## config.mk

```make
export PLATFORM = sky130hd
export DESIGN_NAME = gyro_integrator
export DESIGN_NICKNAME = d
export VERILOG_FILES = /design/src/rtl/gyro_integrator.sv
export SDC_FILE = /design/constraint.sdc
export NUM_CORES = 1
export LEC_CHECK = 0
export CORE_MARGIN = 1.5
export CORE_UTILIZATION = 33
export DETAILED_ROUTE_END_ITERATION = 7
export SYNTH_ARGS = -nofsm -noshare
export SYNTH_HDL_FRONTEND = slang
export SYNTH_SLANG_ARGS = --single-unit
```

## constraint.sdc

```tcl
create_clock -name clk_100mhz -period 7.44 [get_ports clk_100mhz]
set_clock_uncertainty 0.1 [all_clocks]
set_input_delay 1.116 -clock clk_100mhz [delete_from_list [all_inputs] [get_ports clk_100mhz]]
set_output_delay 1.116 -clock clk_100mhz [all_outputs]
set_load 0.01 [all_outputs]
```

## src/rtl/gyro_integrator.sv

```systemverilog
// Multi-channel gyro rate integrator with bias calibration, deadband, saturation and zero command.
// Latency 3 cycles from sample_valid_in to angle_valid_out, one sample per cycle, no backpressure.
module gyro_integrator #(
  parameter int NUM_CH   = 3,
  parameter int DATA_W   = 16,
  parameter int ACC_W    = 32,
  parameter int SHIFT    = 4,
  parameter int CAL_LOG2 = 8,
  parameter int DEADBAND = 4
) (
  input  logic                     clk_100mhz,
  input  logic                     rst_n_in,
  input  logic                     sample_valid_in,
  input  logic [NUM_CH*DATA_W-1:0] sample_in,
  input  logic                     cal_start_in,
  input  logic                     zero_in,
  output logic [NUM_CH*DATA_W-1:0] angle_out,
  output logic                     angle_valid_out,
  output logic                     cal_busy_out,
  output logic                     cal_done_out
);

  localparam int CORR_W = DATA_W + 1;
  localparam int SUM_W  = DATA_W + CAL_LOG2;
  localparam int SHR_W  = ACC_W - SHIFT;

  localparam logic [0:0] ST_RUN = 1'b0;
  localparam logic [0:0] ST_CAL = 1'b1;

  localparam logic [CAL_LOG2-1:0]      CAL_LAST = '1;
  localparam logic signed [CORR_W-1:0] DB_POS   = CORR_W'(DEADBAND);
  localparam logic signed [CORR_W-1:0] DB_NEG   = CORR_W'(-DEADBAND);
  localparam logic signed [ACC_W-1:0]  ACC_MAX  = {1'b0, {(ACC_W-1){1'b1}}};
  localparam logic signed [ACC_W-1:0]  ACC_MIN  = {1'b1, {(ACC_W-1){1'b0}}};
  localparam logic signed [SHR_W-1:0]  ANG_MAX  = SHR_W'(2**(DATA_W-1) - 1);
  localparam logic signed [SHR_W-1:0]  ANG_MIN  = SHR_W'(-(2**(DATA_W-1)));

  logic [0:0]                state;
  logic [CAL_LOG2-1:0]       cal_cnt;
  logic signed [DATA_W-1:0]  bias    [NUM_CH];
  logic signed [SUM_W-1:0]   cal_sum [NUM_CH];
  logic                      s1_vld;
  logic signed [CORR_W-1:0]  s1_corr [NUM_CH];
  logic                      s2_vld;
  logic signed [ACC_W-1:0]   acc     [NUM_CH];

  logic signed [DATA_W-1:0]  smp      [NUM_CH];
  logic signed [CORR_W-1:0]  corr_raw [NUM_CH];
  logic signed [CORR_W-1:0]  corr_db  [NUM_CH];
  logic signed [ACC_W:0]     acc_sum  [NUM_CH];
  logic signed [ACC_W-1:0]   acc_nxt  [NUM_CH];
  logic signed [SHR_W-1:0]   acc_shr  [NUM_CH];
  logic signed [SUM_W-1:0]   cal_tot  [NUM_CH];
  logic [NUM_CH*DATA_W-1:0]  ang_nxt;
  logic                      in_run;
  logic                      cal_fin;

  assign in_run       = (state == ST_RUN);
  assign cal_busy_out = (state == ST_CAL);
  assign cal_fin      = (state == ST_CAL) && sample_valid_in && (cal_cnt == CAL_LAST);

  always_comb begin
    ang_nxt = '0;
    for (int i = 0; i < NUM_CH; i++) begin
      smp[i]      = sample_in[i*DATA_W +: DATA_W];
      corr_raw[i] = {smp[i][DATA_W-1], smp[i]} - {bias[i][DATA_W-1], bias[i]};
      corr_db[i]  = (corr_raw[i] <= DB_POS && corr_raw[i] >= DB_NEG) ? '0 : corr_raw[i];
      // One extra bit exposes overflow as a mismatch between the top two bits.
      acc_sum[i]  = {acc[i][ACC_W-1], acc[i]} + (ACC_W+1)'(s1_corr[i]);
      if (acc_sum[i][ACC_W] != acc_sum[i][ACC_W-1])
        acc_nxt[i] = acc_sum[i][ACC_W] ? ACC_MIN : ACC_MAX;
      else
        acc_nxt[i] = acc_sum[i][ACC_W-1:0];
      acc_shr[i] = acc[i][ACC_W-1:SHIFT];
      if (acc_shr[i] > ANG_MAX)
        ang_nxt[i*DATA_W +: DATA_W] = DATA_W'(ANG_MAX);
      else if (acc_shr[i] < ANG_MIN)
        ang_nxt[i*DATA_W +: DATA_W] = DATA_W'(ANG_MIN);
      else
        ang_nxt[i*DATA_W +: DATA_W] = DATA_W'(acc_shr[i]);
      cal_tot[i] = cal_sum[i] + SUM_W'(smp[i]);
    end
  end

  always_ff @(posedge clk_100mhz or negedge rst_n_in) begin
    if (!rst_n_in) begin
      state        <= ST_RUN;
      cal_cnt      <= '0;
      cal_done_out <= 1'b0;
      for (int i = 0; i < NUM_CH; i++) begin
        bias[i]    <= '0;
        cal_sum[i] <= '0;
      end
    end else begin
      cal_done_out <= 1'b0;
      case (state)
        ST_RUN: begin
          if (cal_start_in) begin
            state   <= ST_CAL;
            cal_cnt <= '0;
            for (int i = 0; i < NUM_CH; i++) cal_sum[i] <= '0;
          end
        end
        ST_CAL: begin
          if (sample_valid_in) begin
            if (cal_cnt == CAL_LAST) begin
              // Floor division of the full sum by 2^CAL_LOG2 is just the upper slice.
              for (int i = 0; i < NUM_CH; i++) bias[i] <= cal_tot[i][CAL_LOG2 +: DATA_W];
              cal_done_out <= 1'b1;
              state        <= ST_RUN;
            end else begin
              for (int i = 0; i < NUM_CH; i++) cal_sum[i] <= cal_tot[i];
              cal_cnt <= cal_cnt + CAL_LOG2'(1);
            end
          end
        end
        default: state <= ST_RUN;
      endcase
    end
  end

  always_ff @(posedge clk_100mhz or negedge rst_n_in) begin
    if (!rst_n_in) begin
      s1_vld          <= 1'b0;
      s2_vld          <= 1'b0;
      angle_valid_out <= 1'b0;
      angle_out       <= '0;
      for (int i = 0; i < NUM_CH; i++) begin
        s1_corr[i] <= '0;
        acc[i]     <= '0;
      end
    end else begin
      // Any sample still in the pipe is dropped once CAL is entered or zero is commanded.
      s1_vld          <= sample_valid_in && in_run && !zero_in;
      s2_vld          <= s1_vld && in_run && !zero_in;
      angle_valid_out <= s2_vld && in_run && !zero_in;
      for (int i = 0; i < NUM_CH; i++) begin
        s1_corr[i] <= corr_db[i];
        if (zero_in || cal_fin)
          acc[i] <= '0;
        else if (s1_vld && in_run)
          acc[i] <= acc_nxt[i];
      end
      if (zero_in || cal_fin)
        angle_out <= '0;
      else if (s2_vld && in_run)
        angle_out <= ang_nxt;
    end
  end

endmodule
```

; ---- Yosys cells after proc, flatten, opt, wreduce, memory -nomap -nowiden
; Cells that the tools add are included.
[op_classes]
n_addsub = 10
eq_ne = 7
reduce_logical = 17
n_mux = 38
bitwise = 1
order_cmp = 12
[ops]
columns = operator, n
row1 = 32-bit two-way mux, 12
row2 = 72-bit two-way mux, 3
row3 = 72-bit one-hot mux with 2 select lines, 1
row4 = 32-bit by 17-bit adder with 33-bit output, 3
row5 = 16-bit two-way mux, 6
row6 = 48-bit two-way mux, 2
row7 = 28-bit by 16-bit greater-than comparator with 1-bit output (second input constant), 3
row8 = 28-bit by 16-bit < comparator with 1-bit output (second input constant), 3
row9 = 24-bit by 16-bit adder with 24-bit output, 3
row10 = 17-bit by 3-bit >= comparator with 1-bit output (second input constant), 3
row11 = 17-bit by 4-bit <= comparator with 1-bit output (second input constant), 3
row12 = 17-bit two-way mux, 3
row13 = 16-bit by 16-bit subtractor with 17-bit output, 3
row14 = 8-bit two-way mux, 3
row15 = 8-bit one-hot mux with 2 select lines, 1
row16 = 1-bit logical AND, 11
row17 = 8-bit by 1-bit adder with 8-bit output (second input constant), 1
row18 = 8-bit equality test (second input constant), 1
row19 = 1-bit two-way mux, 6
row20 = 2-bit inequality test (second input constant), 3
row21 = 3-bit AND reduction, 2
row22 = 2-bit nonzero test, 2
row23 = 1-bit inequality test, 3
row24 = 1-bit one-hot mux with 2 select lines, 1
row25 = other kinds (3), 3
[word_totals]
output_inout_bits = 51
wordCells = 104
reg_bits = 328
inputBits = 53

; ---- Longest topological paths before layout
; Gate-level depths: netlist of the first run.
[logic_depth]
word_depth = 5
depth_mapped = 14
mapped_depth_nobuf = 13

; ---- Worst setup path before layout of the first run
; No wires, ideal clock.
[synth_path]
kind = in2reg
start = input sample_in[32]
end = register s1_corr[8] in the netlist's numbering
t_arrival_ps = 3943
setup_slack_ps = 3270
stages = 14
setup_time_ps = 127
n_path_buf = 1
required_ps = 7213
cell_sequence = inv_1 -> ha_1 -> fa_1 -> nor2b_1 -> o31ai_1 -> nor2b_1 -> xor2_1 -> or4_1 -> nor4_1 -> nand4b_1 -> nor4_2 -> a41o_1 -> buf_2 -> nor2_1
[synth_lines]
columns = item, line
row1 = from (decl), 14  ; input logic [NUM_CH*DATA_W-1:0] sample_in,
row2 = "to (signal, indexed assignment)", 138  ; s1_corr[i] <= corr_db[i];
row3 = to (decl), 43  ; logic signed [CORR_W-1:0] s1_corr [NUM_CH];

; ---- Worst setup path in the final report of the first run
[layout_path]
start = register acc[0] in the netlist's numbering
end = register acc[7] in the netlist's numbering
[layout_via]
elab_chain_cells = 5
elab_cells_between_ends = 6
classes_between = 1 x add/sub / 1 x eq/ne / 4 x mux
[layout_lines]
columns = item, line
row1 = from (decl), 45  ; logic signed [ACC_W-1:0] acc [NUM_CH];
row2 = "from (signal, indexed assignment)", 142  ; acc[i] <= acc_nxt[i];
row3 = 32-bit by 17-bit adder with 33-bit output (*), 69  ; acc_sum[i] = {acc[i][ACC_W-1], acc[i]} + (ACC_W+1)'(s1_corr[i]);
row4 = 32-bit two-way mux / 1-bit inequality test (equally long branches), "71, 70"
row5 = 32-bit two-way mux (*), 70  ; if (acc_sum[i][ACC_W] != acc_sum[i][ACC_W-1])
row6 = 32-bit two-way mux (*), 141  ; else if (s1_vld && in_run)
row7 = 32-bit two-way mux (*), 139  ; if (zero_in || cal_fin)
; Every way passes the cells marked *; elsewhere a longest branch is shown, timed or not. The select of a mux whose other input is x is not followed.
; A chain may end at the register's enable or synchronous reset.

==> impl_results.md, run 1 <==
* Nets@finish at 2976
* Cell count of the worst reg-to-reg path at 14
* Via count at 19137
* Outcome: finished, final reports clean
* Final ANT Viol Nets at 0
* Total gr overflow at 0
* Die footprint at 0.0708 mm^2
* Vert. Die Dim at 266 um
* Int Pwr at 4.29 mW
* First-pass GRT wire length at 97400 um
* Pwr Density at 246 mW/mm^2
* Slew Viols, Final at 0
* I/O Buffers at 103
* Ys async rst share at 1.00
* Layout cells sized above 1 at 0.0516
* Worst IR Drop VDD at 0.000145 V
* CTS sink cnt at 328
* Crit Path Class: register to register
* Combinational fraction of design power at 0.336
* Hold_buf cts at 0
* Worst Tran Pin Value at 0.982 ns
* WL final at 58600 um
* Inserted Clock Buffers at 44
* Synth top area cells: dfrtp_1, ha_1, nand2_1
* Post-synth EDFFs at 0
* Routed WL per cell at 16.0 um
* CP Capture Type: register
* Critical-path top delay cell: a2111oi_0
* Synth Net Count at 2901
* Avg Cell Area, Syn at 8.71 um^2
* Synth cell count leaders: dfrtp_1, nand2_1, nor2_1
* CP Cell Sequence: ha_1 -> inv_1 -> fa_1 -> nand2b_1 -> a21o_1 -> a2111oi_0 -> o211ai_1 -> nand3_1 -> o21bai_1 -> nand2_1 -> a31oi_1 -> nor3_2 -> buf_4 -> a221o_1
* Reg clk slew, reported paths at 0.06 ns
* Hold path cells at 2
* Htree depth at 2
* Endpoints failing setup at 0
* Clk pwr share at 0.331
* Crit-path max FO at 20
* Hold endpoint: angle_out[14]
* Most frequent cell after synthesis: dfrtp_1
* HP Class: register to register
* # Max-Cap Violations at 0
* Fin util at 0.384
* Initial Util at 0.333
* Post-Synthesis Cells at 2625
* Worst Path Required at 7.83 ns
* Leak at 12.2 nW
* Startpoint Class: register
* Post-synthesis sequential area ratio at 0.359
* Min-delay src: angle_out[14]
* RePlAce Congestion at 0.850
* Hpwl dp at 42000 um
* Synth Register Bits at 328
* Clock tree from TritonCTS: built
* Yosys top cell by area: dfrtp_1
* P&R area growth vs syn at 15.4%
* Tcrit/Tclk final at 0.599
* Synth Cell Area at 0.0229 mm^2
* RSZ-0062 raised after global routing: no
* Placement row count at 96
* Net Sw Power at 2.21 mW
* Root buf cell: clkbuf_16
* CP arrival at 4.84 ns
* Final worst path period need at 4.45 ns
* Max Fclk at 225 MHz
* Yosys Warn Count at 0
* Sequential share of power at 0.334
* Vias per cell at 5.22
* Number of global-route vias before repair at 18597
* I/O pin count at 104
* Post CTS Setup Buffer Count at 0
* Largest net degree at the start of global routing at 143
* Pre-Repair DR Iteration Count at 7
* CP peak stage delay at 0.76 ns
* Post-synth top area share at 0.359
* Synth cell types at 82
* # DRC at 0
* Gr usage total at 0.167
* Flop2flop setup slack at 2.99 ns
* FF-to-FF Start: acc[0]
* Initial detailed-routing violation count at 1174
* Worst-Skew Late Latency at 0.58 ns
* Max clock buf depth at 3
* Number of fill cells at 6979
* Post-cts resize count at 0
* Max_slew headroom at 0.345
* Sw frac at 0.340
* Core Area at 0.0686 mm^2
* Die width at 266 um
* Top FF cell, synth: dfrtp_1
* R2r endpoint: acc[7]
* Antenna violations before repair at 2
* Final Hold Viols at 0
* Setup TNS at 0 ns
## area by class of cell
| class | count | area, um^2 | area share |
|---|---|---|---|
| diodes | 1 | 2.50 | 0.0000949 |
| clock buffers | 62 | 1260 | 0.0477 |
| clock inverters | 15 | 210 | 0.00797 |
| inverters | 117 | 439 | 0.0167 |
| multi-input cells | 2086 | 13900 | 0.527 |
| flip-flops and latches | 328 | 8210 | 0.311 |
| well taps | 931 | 1160 | 0.0442 |
| repair buffers | 123 | 1200 | 0.0455 |
## metrics by stage
| stage | total power [mW] | cell area (um^2) | hold WS [ns] | worst slack, ns | cells |
|---|---|---|---|---|---|
| finish | 6.49 | 26400 | 0.372 | 2.99 | 3663 |
| CTS | 6.59 | 26400 | 0.381 | 2.97 | 3662 |
| floorplan | 3.89 | 22900 | 0.349 | 3.27 | 2625 |
| global placement | 4.36 | 24900 | 0.359 | 2.44 | 3585 |
| detailed placement | 4.37 | 24900 | 0.369 | 2.45 | 3585 |
| global route | 6.99 | 26400 | 0.396 | 2.68 | 3663 |
## sequential cells by signal, summed over array words and instances (netlist names)
signal	flops
cal_busy_out	1
cal_done_out	1
cal_sum	72
cal_cnt	8
angle_out	48
acc	96
s1_corr	51
angle_valid_out	1
s1_vld	1
s2_vld	1
bias	48
## kinds of logic (layout without fill, tap and decap cells)
family | after synthesis | in the layout | synth area share
adders and majority gates | 225 | 225 | 0.126
and+or+nand+nor | 873 | 873 | 0.177
other | 0 | 1 | 0
muxes | 6 | 6 | 0.00274
xor gates and xnor gates | 170 | 170 | 0.0655
DFF | 328 | 328 | 0.359
AOI/OAI and AO/OA | 812 | 812 | 0.234
buffers and inverters | 211 | 317 | 0.0356
## cell usage in the layout, fill, tap and decap left out, drive strengths merged, types with 62 or more instances in the layout
master | synthesis | routed
nor2 | 216 | 216
clkdlybuf4s50 | 0 | 102
dfrtp | 328 | 328
a21oi | 175 | 175
clkbuf | 73 | 62
a21o | 93 | 93
nand3 | 112 | 112
inv | 117 | 119
nand2 | 312 | 312
o21ai | 244 | 244
ha | 214 | 214
xnor2 | 110 | 110
## metal layers
metal	GRT usage	up-vias	routed length, um
li1	-	9671	-
met1	0.235	9075	29300
met2	0.265	309	25900
met3	0.0234	80	1950
met4	0.0465	2	1430
met5	0	-	10
## worst max-delay path, delay by kind of cell (launching register included)
kind / cells / cell delay (ns)
AOI/OAI and AO/OA: 6 / 1.74
and+or+nand+nor: 4 / 1.17
adders and majority gates: 2 / 0.57
buffers and inverters: 2 / 0.43
DFF: 1 / 0.35
## power groups by stage
stage	Sequential (mW)	Clock [mW]	Combinational [mW]
finish	2.17	2.15	2.18
CTS	2.17	2.23	2.19
global placement	2.19	0	2.16
detailed placement	2.20	0	2.18
floorplan	2.15	0	1.74
global route	2.20	2.31	2.49
## worst max-delay path by stage
stage / start / slack [ns] / end
2_1_floorplan: sample_in[32] / 3.27 / s1_corr[8]
3_3_place_gp: sample_in[17] / 2.44 / s1_corr[17]
3_5_place_dp: sample_in[32] / 2.45 / s1_corr[1]
4_1_cts: acc[0] / 2.97 / acc[7]
5_1_grt: sample_in[33] / 2.68 / s1_corr[5]
6_report: acc[0] / 2.99 / acc[7]
Note: power is estimated with default switching activity, not from simulation.
==> inputs of run 2 (changes only) <==
clock period = 3.56 ns   (was 7.44 ns; I/O delays follow)
==> impl_results.md, run 2 (synthesized netlist as in run 1, its figures left out) <==
* Crit Path Class: register to register
* Routed WL per cell at 15.4 um
* Inserted Clock Buffers at 43
* Antenna violations before repair at 3
* Hold endpoint: angle_out[10]
* Core Area at 0.0686 mm^2
* Initial Util at 0.333
* CP Capture Type: register
* Die footprint at 0.0708 mm^2
* Hold path cells at 2
* Cell count of the worst reg-to-reg path at 13
* R2r endpoint: acc[17]
* CP arrival at 3.79 ns
* Worst IR Drop VDD at 0.000365 V
* Layout cells sized above 1 at 0.151
* HP Class: register to register
* Max Fclk at 290 MHz
* Largest register FFs at 96
* Pwr Density at 511 mW/mm^2
* FF-to-FF Start: acc[6]
* Via count at 20112
* P&R area growth vs syn at 26.7%
* Setup ws final at 0.114 ns
* Final ANT Viol Nets at 0
* Startpoint Class: register
* Initial detailed-routing violation count at 1067
* Flop2flop setup slack at 0.11 ns
* Max_slew headroom at 0.557
* Htree depth at 2
* I/O pin count at 104
* Largest net degree at the start of global routing at 97
* CTS sink cnt at 328
* Final Hold Viols at 0
* Tcrit/Tclk final at 0.968
* Die width at 266 um
* Number of global-route vias before repair at 19878
* Reg clk slew, reported paths at 0.06 ns
* # Max-Cap Violations at 0
* Largest Register: acc
* # DRC at 0
* Leak at 13.7 nW
* WL final at 60700 um
* Worst-Skew Late Latency at 0.58 ns
* I/O Buffers at 103
* Number of fill cells at 6767
* Pre-Repair DR Iteration Count at 5
* Biggest regs: acc x96, cal_sum x72, s1_corr x51
* Root buf cell: clkbuf_16
* Hpwl dp at 44300 um
* Placement row count at 96
* Total gr overflow at 0
* Dpl ws at -0.567 ns
* Min-delay src: angle_out[10]
* Vert. Die Dim at 266 um
* Vias per cell at 5.11
* Worst Tran Pin Value at 0.665 ns
* Gr usage total at 0.170
* Final Power at 14.8 mW
* Slew Viols, Final at 0
* Most common cell after layout, fill and taps aside: dfrtp_1
* Worst Path Required at 3.90 ns
* Clock tree from TritonCTS: built
* Nets@finish at 3245
* RePlAce Congestion at 0.870
* Crit-path max FO at 17
* Endpoints failing setup at 0
* Final worst path period need at 3.45 ns
* Most frequent cells in the layout: dfrtp_1, nand2_1, buf_4
* Max clock buf depth at 3
* First-pass GRT wire length at 100000 um
* Critical path origin: acc[6]
* Outcome: finished, final reports clean
==> run 2: cell count changes in the layout (fill, tap and decap cells not counted), moves of 3 or more <==
cell and delta:
clkbuf_1 -7, a2111oi_0 -3, buf_12 +11, clkinvlp_4 +3, buf_6 +5, clkbuf_8 -3
bufinv_16 +7, a21oi_2 +7, buf_4 +252, a21oi_1 -7
==> run 2: through the flow <==
| step | hold slack, ns | area [um^2] | std cells | setup TNS, ns | util |
|---|---|---|---|---|---|
| after CTS | 0.382 | 28700 | 3929 | 0 | 0.418 |
| after detailed placement | 0.370 | 27000 | 3844 | -26.17 | 0.393 |
| after global placement | 0.361 | 27000 | 3844 | -25.38 | 0.393 |
| final | 0.373 | 29000 | 3937 | 0 | 0.422 |
| after global routing | 0.403 | 29000 | 3937 | -0.0849 | 0.422 |
| after floorplan | 0.138 | 22900 | 2625 | 0 | - |
==> run 2: critical path, cell delays in order, from the launching register on <==
cell,delay [ns]
dfrtp_1,0.41
ha_1,0.31
or2_1,0.26
o31a_1,0.12
and3_1,0.18
a221o_1,0.35
a211o_1,0.31
a21oi_2,0.17
o211ai_1,0.15
xnor2_2,0.30
buf_4,0.18
nor3_4,0.04
buf_12,0.16
a221o_1,0.26
==> run 2: worst max-delay path by stage <==
| stage | to | slack (ns) | cells past startpoint |
|---|---|---|---|
| 5_1_grt | s1_corr[17] | -0.01 | 15 |
| 2_1_floorplan | s1_corr[30] | 0.02 | 12 |
| 3_5_place_dp | s1_corr[10] | -0.57 | 15 |
| 3_3_place_gp | s1_corr[0] | -0.56 | 15 |
| 6_report | acc[17] | 0.11 | 13 |
| 4_1_cts | acc[89] | 0.003 | 15 |
==> run 2: repair_timing <==
item | CTS | global route
pin swaps | 7 | 20
endpoints found under the hold margin | 73 | 0
gates cloned | 0 | 2
setup endpoints to repair | 28 | 137
resized for setup | 6 | 44
hold buffers | 1 | 0
buffers inserted | 4 | 4
==> run 2: final cells by class <==
cell class / instances / area (um^2) / share of cell area
Inverter: 117 / 439 / 0.0152
Timing Repair Buffer: 393 / 3400 / 0.117
Tap cell: 931 / 1160 / 0.0402
Multi-Input combinational cell: 2086 / 14100 / 0.487
Clock buffer: 52 / 1190 / 0.0411
Sequential cell: 328 / 8210 / 0.283
Clock inverter: 28 / 450 / 0.0156
Antenna cell: 2 / 5.00 / 0.000173
==> run 2: per-layer routing <==
layer	GRT usage	share of wire	vias up
met5	0	0.00015	-
met4	0.0539	0.026	2
met3	0.0217	0.029	86
met2	0.278	0.45	255
met1	0.234	0.49	9540
li1	-	-	10229
==> run 2: report_power, final <==
part / internal, mW / switching [mW] / total [mW]
sequential: 4.22 / 0.299 / 4.52
clock: 3.19 / 1.81 / 5.00
combinational: 2.54 / 2.74 / 5.28
total: 9.95 / 4.85 / 14.8
==> inputs of run 3 (changes only) <==
ABC_AREA = 0   (was not set)
==> results of run 3 <==
Final layout, timing and power as in run 2 (identical DEF).
